==> src/rtl/tc_io_pkg.sv <==
// Shared types and constants for the TinyComp I/O ports.
package tc_io_pkg;

  localparam int unsigned BYTES_PER_WORD = 4;
  localparam int unsigned WORD_W         = 32;

  typedef enum logic [1:0] {
    StIdle,
    StStart,
    StData,
    StStop
  } rx_state_e;

endpackage

==> src/rtl/tc_serial_in_port_if.sv <==
// Core-facing signals of the serial input port: serial line, pop/clear requests, word and status.
interface tc_serial_in_port_if;
  import tc_io_pkg::*;

  logic              RxD;
  logic              InStrobe;
  logic              ErrClear;
  logic [WORD_W-1:0] InData;
  logic              InRdy;
  logic              OverrunErr;
  logic              FrameErr;

  modport master (
    output RxD, InStrobe, ErrClear,
    input  InData, InRdy, OverrunErr, FrameErr
  );

  modport slave (
    input  RxD, InStrobe, ErrClear,
    output InData, InRdy, OverrunErr, FrameErr
  );

endinterface

==> src/rtl/tc_sync_fifo.sv <==
// Single-clock FIFO; pointers carry one extra wrap bit to tell full from empty.
module tc_sync_fifo #(
  parameter int unsigned Width    = 32,
  parameter int unsigned AddrBits = 3
) (
  input  logic             clk,
  input  logic             rst_n,
  input  logic             push,
  input  logic             pop,
  input  logic [Width-1:0] wdata,
  output logic [Width-1:0] head,
  output logic             empty,
  output logic             full
);

  localparam int unsigned     Depth  = 1 << AddrBits;
  localparam logic [AddrBits:0] PtrOne = 1;

  logic [Width-1:0]  mem [Depth];
  logic [AddrBits:0] wptr_q, rptr_q;
  logic              do_push, do_pop;

  assign empty = (wptr_q == rptr_q);
  assign full  = (wptr_q[AddrBits] != rptr_q[AddrBits]) &&
                 (wptr_q[AddrBits-1:0] == rptr_q[AddrBits-1:0]);

  // A pop frees the slot the same cycle, so push-while-full succeeds only alongside a pop.
  assign do_pop  = pop & ~empty;
  assign do_push = push & (~full | do_pop);

  assign head = mem[rptr_q[AddrBits-1:0]];

  always_ff @(posedge clk) begin
    if (do_push) begin
      mem[wptr_q[AddrBits-1:0]] <= wdata;
    end
  end

  always_ff @(posedge clk or negedge rst_n) begin
    if (!rst_n) begin
      wptr_q <= '0;
      rptr_q <= '0;
    end else begin
      if (do_push) wptr_q <= wptr_q + PtrOne;
      if (do_pop)  rptr_q <= rptr_q + PtrOne;
    end
  end

endmodule

==> src/rtl/tc_serial_in_port.sv <==
// 8N1 serial receiver packing four bytes little-endian into 32-bit words, buffered for the core.
module tc_serial_in_port
  import tc_io_pkg::*;
#(
  parameter int unsigned BIT_CYCLES = 434,
  parameter int unsigned FIFO_AW    = 3
) (
  input logic                Ph0,
  input logic                ResetN,
  tc_serial_in_port_if.slave bus
);

  localparam int unsigned CntW      = $clog2(BIT_CYCLES);
  localparam int unsigned ByteCntW  = $clog2(BYTES_PER_WORD);
  localparam logic [CntW-1:0] HalfLoad = CntW'(BIT_CYCLES / 2 - 1);
  localparam logic [CntW-1:0] FullLoad = CntW'(BIT_CYCLES - 1);
  localparam logic [CntW-1:0] CntOne   = 1;
  localparam logic [ByteCntW-1:0] LastByte = ByteCntW'(BYTES_PER_WORD - 1);
  localparam logic [ByteCntW-1:0] ByteOne  = 1;

  // Reset asserts immediately but releases synchronously to Ph0.
  logic [1:0] rst_sync_q;
  logic       rst_n;

  always_ff @(posedge Ph0 or negedge ResetN) begin
    if (!ResetN) rst_sync_q <= 2'b00;
    else         rst_sync_q <= {rst_sync_q[0], 1'b1};
  end
  assign rst_n = rst_sync_q[1];

  logic [1:0] sync_q;
  logic       rx_prev_q;
  logic       rx_s;
  logic       fall;

  always_ff @(posedge Ph0 or negedge rst_n) begin
    if (!rst_n) begin
      sync_q    <= 2'b11;
      rx_prev_q <= 1'b1;
    end else begin
      sync_q    <= {sync_q[0], bus.RxD};
      rx_prev_q <= sync_q[1];
    end
  end
  assign rx_s = sync_q[1];
  assign fall = rx_prev_q & ~rx_s;

  rx_state_e       state_q, state_d;
  logic [CntW-1:0] cnt_q, cnt_d;
  logic [2:0]      bit_idx_q, bit_idx_d;
  logic [7:0]      shreg_q, shreg_d;
  logic            byte_valid;
  logic            frame_set;

  always_ff @(posedge Ph0 or negedge rst_n) begin
    if (!rst_n) begin
      state_q   <= StIdle;
      cnt_q     <= '0;
      bit_idx_q <= '0;
      shreg_q   <= '0;
    end else begin
      state_q   <= state_d;
      cnt_q     <= cnt_d;
      bit_idx_q <= bit_idx_d;
      shreg_q   <= shreg_d;
    end
  end

  always_comb begin
    state_d    = state_q;
    cnt_d      = cnt_q;
    bit_idx_d  = bit_idx_q;
    shreg_d    = shreg_q;
    byte_valid = 1'b0;
    frame_set  = 1'b0;
    unique case (state_q)
      StIdle: begin
        if (fall) begin
          state_d = StStart;
          cnt_d   = HalfLoad;
        end
      end
      StStart: begin
        if (cnt_q != '0) begin
          cnt_d = cnt_q - CntOne;
        end else if (rx_s) begin
          state_d = StIdle;
        end else begin
          state_d   = StData;
          cnt_d     = FullLoad;
          bit_idx_d = '0;
        end
      end
      StData: begin
        if (cnt_q != '0) begin
          cnt_d = cnt_q - CntOne;
        end else begin
          shreg_d   = {rx_s, shreg_q[7:1]};
          cnt_d     = FullLoad;
          bit_idx_d = bit_idx_q + 3'd1;
          if (bit_idx_q == 3'd7) state_d = StStop;
        end
      end
      StStop: begin
        if (cnt_q != '0) begin
          cnt_d = cnt_q - CntOne;
        end else begin
          byte_valid = rx_s;
          frame_set  = ~rx_s;
          state_d    = StIdle;
        end
      end
      default: state_d = StIdle;
    endcase
  end

  // Packer: word_q is complete the cycle push_q is high, well before the next byte can land.
  logic [ByteCntW-1:0] byte_cnt_q;
  logic [WORD_W-1:0]   word_q;
  logic                push_q;

  always_ff @(posedge Ph0 or negedge rst_n) begin
    if (!rst_n) begin
      byte_cnt_q <= '0;
      word_q     <= '0;
      push_q     <= 1'b0;
    end else begin
      push_q <= byte_valid && (byte_cnt_q == LastByte);
      if (byte_valid) begin
        word_q[{byte_cnt_q, 3'b000} +: 8] <= shreg_q;
        byte_cnt_q                       <= byte_cnt_q + ByteOne;
      end
    end
  end

  logic [WORD_W-1:0] head;
  logic              empty, full;
  logic              pop;

  assign pop = bus.InStrobe & ~empty;

  tc_sync_fifo #(
    .Width    (WORD_W),
    .AddrBits (FIFO_AW)
  ) u_fifo (
    .clk   (Ph0),
    .rst_n (rst_n),
    .push  (push_q),
    .pop   (pop),
    .wdata (word_q),
    .head  (head),
    .empty (empty),
    .full  (full)
  );

  logic overrun_set;
  logic overrun_q, frame_q;

  assign overrun_set = push_q & full & ~pop;

  // A new error event beats a simultaneous clear.
  always_ff @(posedge Ph0 or negedge rst_n) begin
    if (!rst_n) begin
      overrun_q <= 1'b0;
      frame_q   <= 1'b0;
    end else begin
      overrun_q <= overrun_set | (overrun_q & ~bus.ErrClear);
      frame_q   <= frame_set | (frame_q & ~bus.ErrClear);
    end
  end

  assign bus.InRdy      = ~empty;
  assign bus.InData     = empty ? '0 : head;
  assign bus.OverrunErr = overrun_q;
  assign bus.FrameErr   = frame_q;

endmodule

==> src/flat_wrapper.sv <==
// flat-port wrapper written by rule: the top's interface ports become plain ports
module tc_serial_in_port_flat import tc_io_pkg::*;
#(
  parameter int unsigned BIT_CYCLES = 434,
  parameter int unsigned FIFO_AW    = 3
)
  (Ph0, ResetN, bus_RxD, bus_InStrobe, bus_ErrClear, bus_InData, bus_InRdy, bus_OverrunErr, bus_FrameErr);
  tc_serial_in_port_if bus_i ();
  input logic Ph0;
  input logic ResetN;
  input wire logic [$bits(bus_i.RxD)-1:0] bus_RxD;
  input wire logic [$bits(bus_i.InStrobe)-1:0] bus_InStrobe;
  input wire logic [$bits(bus_i.ErrClear)-1:0] bus_ErrClear;
  output wire logic [$bits(bus_i.InData)-1:0] bus_InData;
  output wire logic [$bits(bus_i.InRdy)-1:0] bus_InRdy;
  output wire logic [$bits(bus_i.OverrunErr)-1:0] bus_OverrunErr;
  output wire logic [$bits(bus_i.FrameErr)-1:0] bus_FrameErr;
  assign bus_i.RxD = bus_RxD;
  assign bus_i.InStrobe = bus_InStrobe;
  assign bus_i.ErrClear = bus_ErrClear;
  assign bus_InData = bus_i.InData;
  assign bus_InRdy = bus_i.InRdy;
  assign bus_OverrunErr = bus_i.OverrunErr;
  assign bus_FrameErr = bus_i.FrameErr;
  tc_serial_in_port #(.BIT_CYCLES(BIT_CYCLES), .FIFO_AW(FIFO_AW)) u_core (.Ph0(Ph0), .ResetN(ResetN), .bus(bus_i));
endmodule
==> config.mk <==
export PLATFORM = sky130hd
export DESIGN_NAME = tc_serial_in_port_flat
export DESIGN_NICKNAME = d
export VERILOG_FILES = /design/src/rtl/tc_io_pkg.sv /design/src/rtl/tc_serial_in_port_if.sv /design/src/rtl/tc_sync_fifo.sv /design/src/rtl/tc_serial_in_port.sv /design/src/flat_wrapper.sv
export SDC_FILE = /design/constraint.sdc
export NUM_CORES = 1
export LEC_CHECK = 0
export BUFFER_PORTS_ARGS = -buffer_cell sky130_fd_sc_hd__buf_2
export CAP_MARGIN = 5
export CORE_UTILIZATION = 56
export CTS_BUF_LIST = sky130_fd_sc_hd__clkbuf_4 sky130_fd_sc_hd__clkbuf_8 sky130_fd_sc_hd__clkbuf_16
export DETAILED_ROUTE_END_ITERATION = 6
export MAX_ROUTING_LAYER = met4
export PLACE_DENSITY = 0.82
export SYNTH_ARGS = -nofsm -noshare
export SYNTH_HDL_FRONTEND = slang
export SYNTH_SLANG_ARGS = --single-unit
==> constraint.sdc <==
create_clock -name Ph0 -period 2.3 [get_ports Ph0]
set_input_delay 0.115 -clock Ph0 [delete_from_list [all_inputs] [get_ports Ph0]]
set_output_delay 0.115 -clock Ph0 [all_outputs]
set_load 0.02 [all_outputs]
Yosys cells after proc, flatten, opt, wreduce, memory -nomap -nowiden
Memories as Yosys holds them, arrays and structs flattened.
Index checks and enable logic that the tools add are counted.
Cells by class
  add/subtract/negate cells: 6
  equality and inequality tests: 16
  shift-type cells: 2
  mux-type cells: 25
  bitwise gates (word level): 17
  reduce and logical (&&, ||, !) cells: 9
Operators by type and width (count)
  $mux 9: 5
  $pmux 9 s4: 1
  $bwmux 32: 1
  $mux 32: 1
  $shift 8x7->32 const A: 1
  $shiftx 8x7->32: 1
  $mux 2: 6
  $mux 3: 3
  $reduce_bool 9->1: 1
  $sub 9x1->9 const B: 1
  $add 4x1->4 const B: 2
  $and 1x1->1: 8
  $ne 2x2->1 const B: 4
  $pmux 2 s4: 1
  $neg 5->7: 1
  $eq 2x2->1 const B: 3
  $mux 1: 6
  $ne 2x1->1 const B: 3
  $not 1->1: 6
  $pmux 3 s2: 1
  $reduce_and 5->1: 1
  $eq 4x4->1: 1
  $reduce_and 4->1: 1
  $add 3x1->3 const B: 1
  12 further kinds: 15
Storage, ports and cells
  register bits after elaboration: 72
  RAM bits: 256
  input bits: 5
  output and inout bits: 35
  word-level logic and storage cells: 90
  memories: 1
Memories
  u_core.u_fifo.mem: words 8, bits a word 32, read ports 1, clocked after Yosys merged registers in 0, write ports 1, RTL line tc_sync_fifo.sv:19  | logic [Width-1:0] mem [Depth];

Logic depth before layout (Yosys ltp)
  word-level depth: 8
  depth in mapped cells: 8
  gate-level depth less buffers: 6

By module
From an unflattened synthesis, not the netlist that was laid out.
Second synthesis, totals
  cells, all modules: 777
  area total of the unflattened synthesis: 13452.9 um^2
By module, submodules not included
  tc_sync_fifo: instances 1, cells an instance 428, area an instance 10196.0 um^2, sequential area each 7887.6 um^2
  tc_serial_in_port: instances 1, cells an instance 349, area an instance 3256.9 um^2, sequential area each 1605.3 um^2

Worst setup path after synthesis
OpenSTA, ideal clock, no wires.
  path type: reg-to-reg
  from: register u_core.u_fifo.rptr_q[2]
  to: memory u_core.u_fifo.mem[0][0], enable pin
  library setup time: 0.461 ns
  data arrival time: 3.285 ns
  required time: 1.839 ns
  slack: -1.446 ns
  stages on the path, launching flop included: 6
  buffers on the path: 1
  clock period less this slack: 3.746 ns
  path through: dfrtp_1 clkbuf_1 xnor2_1 nand3_1 o211ai_1 nor3_1
On the way
  word-level cells in the longest chain between the ends: 8
  elaborated cells on any way between the ends: 11
  those cells by class: 2 x eq/ne; 2 x mux; 6 x bitwise; 1 x reduce/logical
RTL lines
  from (decl): RTL line tc_sync_fifo.sv:20  | logic [AddrBits:0] wptr_q, rptr_q;
  from (signal assigned): RTL line tc_sync_fifo.sv:45  | if (do_pop) rptr_q <= rptr_q + PtrOne;
  $eq 4x4->1: RTL line tc_sync_fifo.sv:23  | assign empty = (wptr_q == rptr_q);
  $not 1->1: RTL line tc_sync_fifo.sv:28, tc_serial_in_port.sv:140
  $and 1x1->1: RTL line tc_serial_in_port.sv:140  | assign pop = bus.InStrobe & ~empty;
  $and 1x1->1: RTL line tc_sync_fifo.sv:28  | assign do_pop = pop & ~empty;
  $or 1x1->1 (*): RTL line tc_sync_fifo.sv:29  | assign do_push = push & (~full | do_pop);
  $and 1x1->1 (*): RTL line tc_sync_fifo.sv:29
  $mux 1 (*): RTL line tc_sync_fifo.sv:34  | if (do_push) begin
  $mux 1 (not written as such) (*): RTL line tc_sync_fifo.sv:35  | mem[wptr_q[AddrBits-1:0]] <= wdata;
  to (decl): RTL line tc_sync_fifo.sv:19
Every way passes the cells marked *; elsewhere a longest branch is shown, timed or not.

Final worst setup path
  from: register u_core.u_fifo.rptr_q[0]
  to: output port bus_InData[14]
On the way
  word-level cells in the longest chain between the ends: 2
  elaborated cells on any way between the ends: 3
  those cells by class: 1 x eq/ne; 1 x mux; 1 x memory
RTL lines
  $mem_v2 8x32 / $eq 4x4->1 (equally long branches)
  $mux 32 (*): RTL line tc_serial_in_port.sv:173  | assign bus.InData = empty ? '0 : head;
  to (decl): RTL line flat_wrapper.sv:14  | output wire logic [$bits(bus_i.InData)-1:0] bus_InData;
Marked as above.

==> summary.md <==
| Metric | Value |
|---|---|
| Leak Pwr | `5.78 nW` |
| Syn-to-layout area delta | `19.1%` |
| Syn Inst Count | `752` |
| Synthesis warning total | `0` |
| Worst hold slack | `218 ps` |
| XOR/XNOR share of the synthesized area | `0.728%` |
| DP Wirelength | `14.7 mm` |
| Ports | `40` |
| Post-synthesis mux area share | `14.3%` |
| Syn_area_per_cell | `17.6 um2` |
| Hold Path Origin | `bus_RxD` |
| Clock Path Buffers | `3` |
| RSZ-0062 raised after global routing | `true` |
| Total CTS buffers | `31` |
| Final setup violation count | `36` |
| Setup crit end kind | `output pin` |
| Crit path time final | `2460 ps` |
| Relative slew slack | `46.5%` |
| Critical-path top delay cell | `mux4_2` |
| Ys async rst share | `22.0%` |
| Fin util | `68.8%` |
| Largest net degree at the start of global routing | `68` |
| Vias per inst | `6.36` |
| # port buffers | `39` |
| Fmax | `0.406 GHz` |
| Nets | `872` |
| Req. time, crit path | `2180 ps` |
| Post-DRT Antenna Nets | `0` |
| Period utilization | `107%` |
| Core area | `22900 um2` |
| CP Launch Type | `flip-flop` |
| Maximum vdd drop | `0.584 mV` |
| Starting Density | `57.7%` |
| Syn_nets | `771` |
| Crit path buffers/inverters | `3` |
| Final worst setup slack | `-163 ps` |
| Violated checks | `setup timing` |
| Routability cong. | `0.854` |
| Clk slew on worst S/H paths | `60 ps` |
| Number of global-route vias before repair | `7670` |
| Register area share after synthesis | `71.7%` |
| Adder-cell share of the synthesized area | `1.32%` |
| Max Fanout on Critical Path | `8` |
| Worst r2r src | `u_core.u_fifo.rptr_q[0]$_DFFE_PN0P_` |
| Dominant cell type by area after synthesis | `edfxtp_1` |
| Status | `finished with violations` |
| Pwr/cell area | `862 nW/um2` |
| Drt drc | `0` |
| Final-report hold violation count | `0` |
| Synthesized area | `13200 um2` |
| Distinct cells, synth | `56` |
| DIE WIDTH | `156 um` |
| Largest family of logic cells by synthesized area | `multiplexers` |
| Synthesized flop and latch total | `328` |
| Placed insts | `1106` |
| Critical-path cell list | `buf_6, buf_12, mux4_2, mux2i_2, nor2_1, buf_2` |
| DIE AREA | `24200 um2` |
| 1st-pass router iterations | `5` |
| CTS tree | `done` |
| Layout cells sized above 1 | `31.0%` |
| CP delay by family, top | `multiplexers` |
| WS Path Type | `flip-flop to output pin` |
| Crit-path max cell delay | `550 ps` |
| Initial antenna violation count | `0` |
| Synth top area share | `58.1%` |
| Layout Cells excl Fill | `1190` |
| Ant diodes | `0` |
| CP startpoint | `u_core.u_fifo.rptr_q[0]$_DFFE_PN0P_` |
| Die H | `156 um` |
| DR WL/cell | `27.6 um` |
| Skew final | `24.2 ps` |
| WP data arrival | `2350 ps` |
| Total Power | `13.6 mW` |
| Clock Sink Count | `328` |
| Tightest Hold Check Type | `primary input to flip-flop` |
| Ys flop type | `edfxtp_1` |
| Compound-gate portion of the synthesized area | `3.95%` |
| Overflow after GRT | `0` |
| Htree depth | `1` |
| Via Count | `7572` |
| Root buf cell | `clkbuf_16` |
| Top post-synthesis cells by area | `edfxtp_1, dfrtp_1, mux4_2, mux2i_1, nor2_1` |
| Slew @ Worst Pin | `801 ps` |
| DP Worst Slack | `98.9 ps` |
| Row cnt | `55` |
| First-pass GRT wire length | `47.5 mm` |
| 1st-iter DRT viols | `914` |
| Clk_lat worst skew | `560 ps` |
| Fillers | `1362` |
| Slew Limit Fails | `0` |
| Post-synth EDFFs | `256` |
| Post-Synth Simple-Gate Area | `5.50%` |
| Detailed Route WL | `32.8 mm` |
| Max-cap violation count | `0` |
| Total Routing Usage GR | `28.1%` |
==> repair_timing <==
action	4_1_cts	5_1_grt
cloned	8	4
endpoints found under the hold margin	7	0
gates resized for setup	26	16
pin swaps	1	9
endpoints found under the setup margin	33	67
setup buffers	9	2
hold buffers	5	0
==> sequential cells by signal, indices dropped and copies added (netlist names), named ones only <==
| register | cells |
|---|---|
| u_core.rx_prev_q | 1 |
| u_core.rst_sync_q | 2 |
| u_core.shreg_q | 8 |
| u_core.u_fifo.wptr_q | 4 |
| u_core.state_q | 1 |
| u_core.bit_idx_q | 3 |
| u_core.bus.OverrunErr | 1 |
| u_core.u_fifo.rptr_q | 4 |
| u_core.byte_cnt_q | 2 |
| u_core.sync_q | 2 |
| u_core.push_q | 1 |
| u_core.cnt_q | 9 |
| u_core.u_fifo.mem | 256 |
| u_core.word_q | 32 |
| u_core.bus.FrameErr | 1 |
==> worst paths after layout <==
kind | to | slack [ps] | cells after the start
max | bus_InData[14] | -160 | 6
min | u_core.sync_q[0]$_DFF_PN1_ | 220 | 2
max reg2reg | u_core.u_fifo.mem[4][20]$_DFFE_PP_ | -10 | 7
min reg2reg | u_core.sync_q[1]$_DFF_PN1_ | 350 | 0
max in group asynchronous | u_core.word_q[19]$_DFFE_PN0P_ | 1160 | 1
min in group asynchronous | u_core.rst_sync_q[1]$_DFF_PN0_ | 410 | 3
==> worst register-to-register path, delay by kind of cell (launching register included) <==
kind                      cells  cell delay (ps)
AOI/OAI and AO/OA             1              480
DFF                           1              520
and+or+nand+nor               2              180
xor gates and xnor gates      1              180
buffers and inverters         3              660
==> where the power goes <==
part	leakage, nW	internal (mW)	switching, mW
clock	0.547	3.10	2.19
sequential	3.54	6.42	0.139
combinational	1.70	0.778	0.963
==> cell usage after synthesis, drive strengths merged (10+ instances only) <==
master,number
ha,14
mux2i,34
buf,18
mux2,10
mux4,64
nand3,25
clkbuf,19
nor2,52
o21ai,34
edfxtp,256
dfrtp,69
nand4,12
inv,43
==> cell families after synthesis <==
group | after synthesis
muxes | 108
buffers and inverters | 80
adders and majority gates | 14
AOI/OAI and AO/OA | 78
DFF | 328
and+or+nand+nor | 132
xor gates and xnor gates | 11
other | 1
==> layout make-up <==
class                           count  area (um2)  share of cell area, %
Tap cell                          313         392                   2.48
Sequential cell                   328        9500                   60.3
Clock buffer                       48        1000                   6.34
Multi-Input combinational cell    345        3550                   22.5
Timing Repair Buffer              104        1080                   6.83
Clock inverter                      9        73.8                  0.468
Inverter                           43         161                   1.02
==> through the flow <==
stage               area (um2)  TNS (ps)
floorplan                13300      -882
global placement         14100         0
detailed placement       14100         0
CTS                      15700     -3890
global route             15800     -9250
finish                   15800     -3330
==> placed cells by master, fill, tap and decap left out, drive strengths merged, types with 9 or more instances in the layout <==
cell / instances
edfxtp: 256
buf: 99
nand3: 25
clkbuf: 48
mux2: 10
inv: 43
mux4: 64
ha: 14
dfrtp: 69
nor2: 53
nor3: 9
o21ai: 34
mux2i: 34
nand2: 9
nand4: 12
==> metal layers <==
| layer | global-route usage [%] | part of all wire [%] |
|---|---|---|
| met1 | 35.3 | 37 |
| met5 | - | 0 |
| met3 | 3.69 | 8.0 |
| met2 | 46.4 | 51 |
| met4 | 12.4 | 4.3 |
No activity file was read; power rests on OpenSTA's default activity.
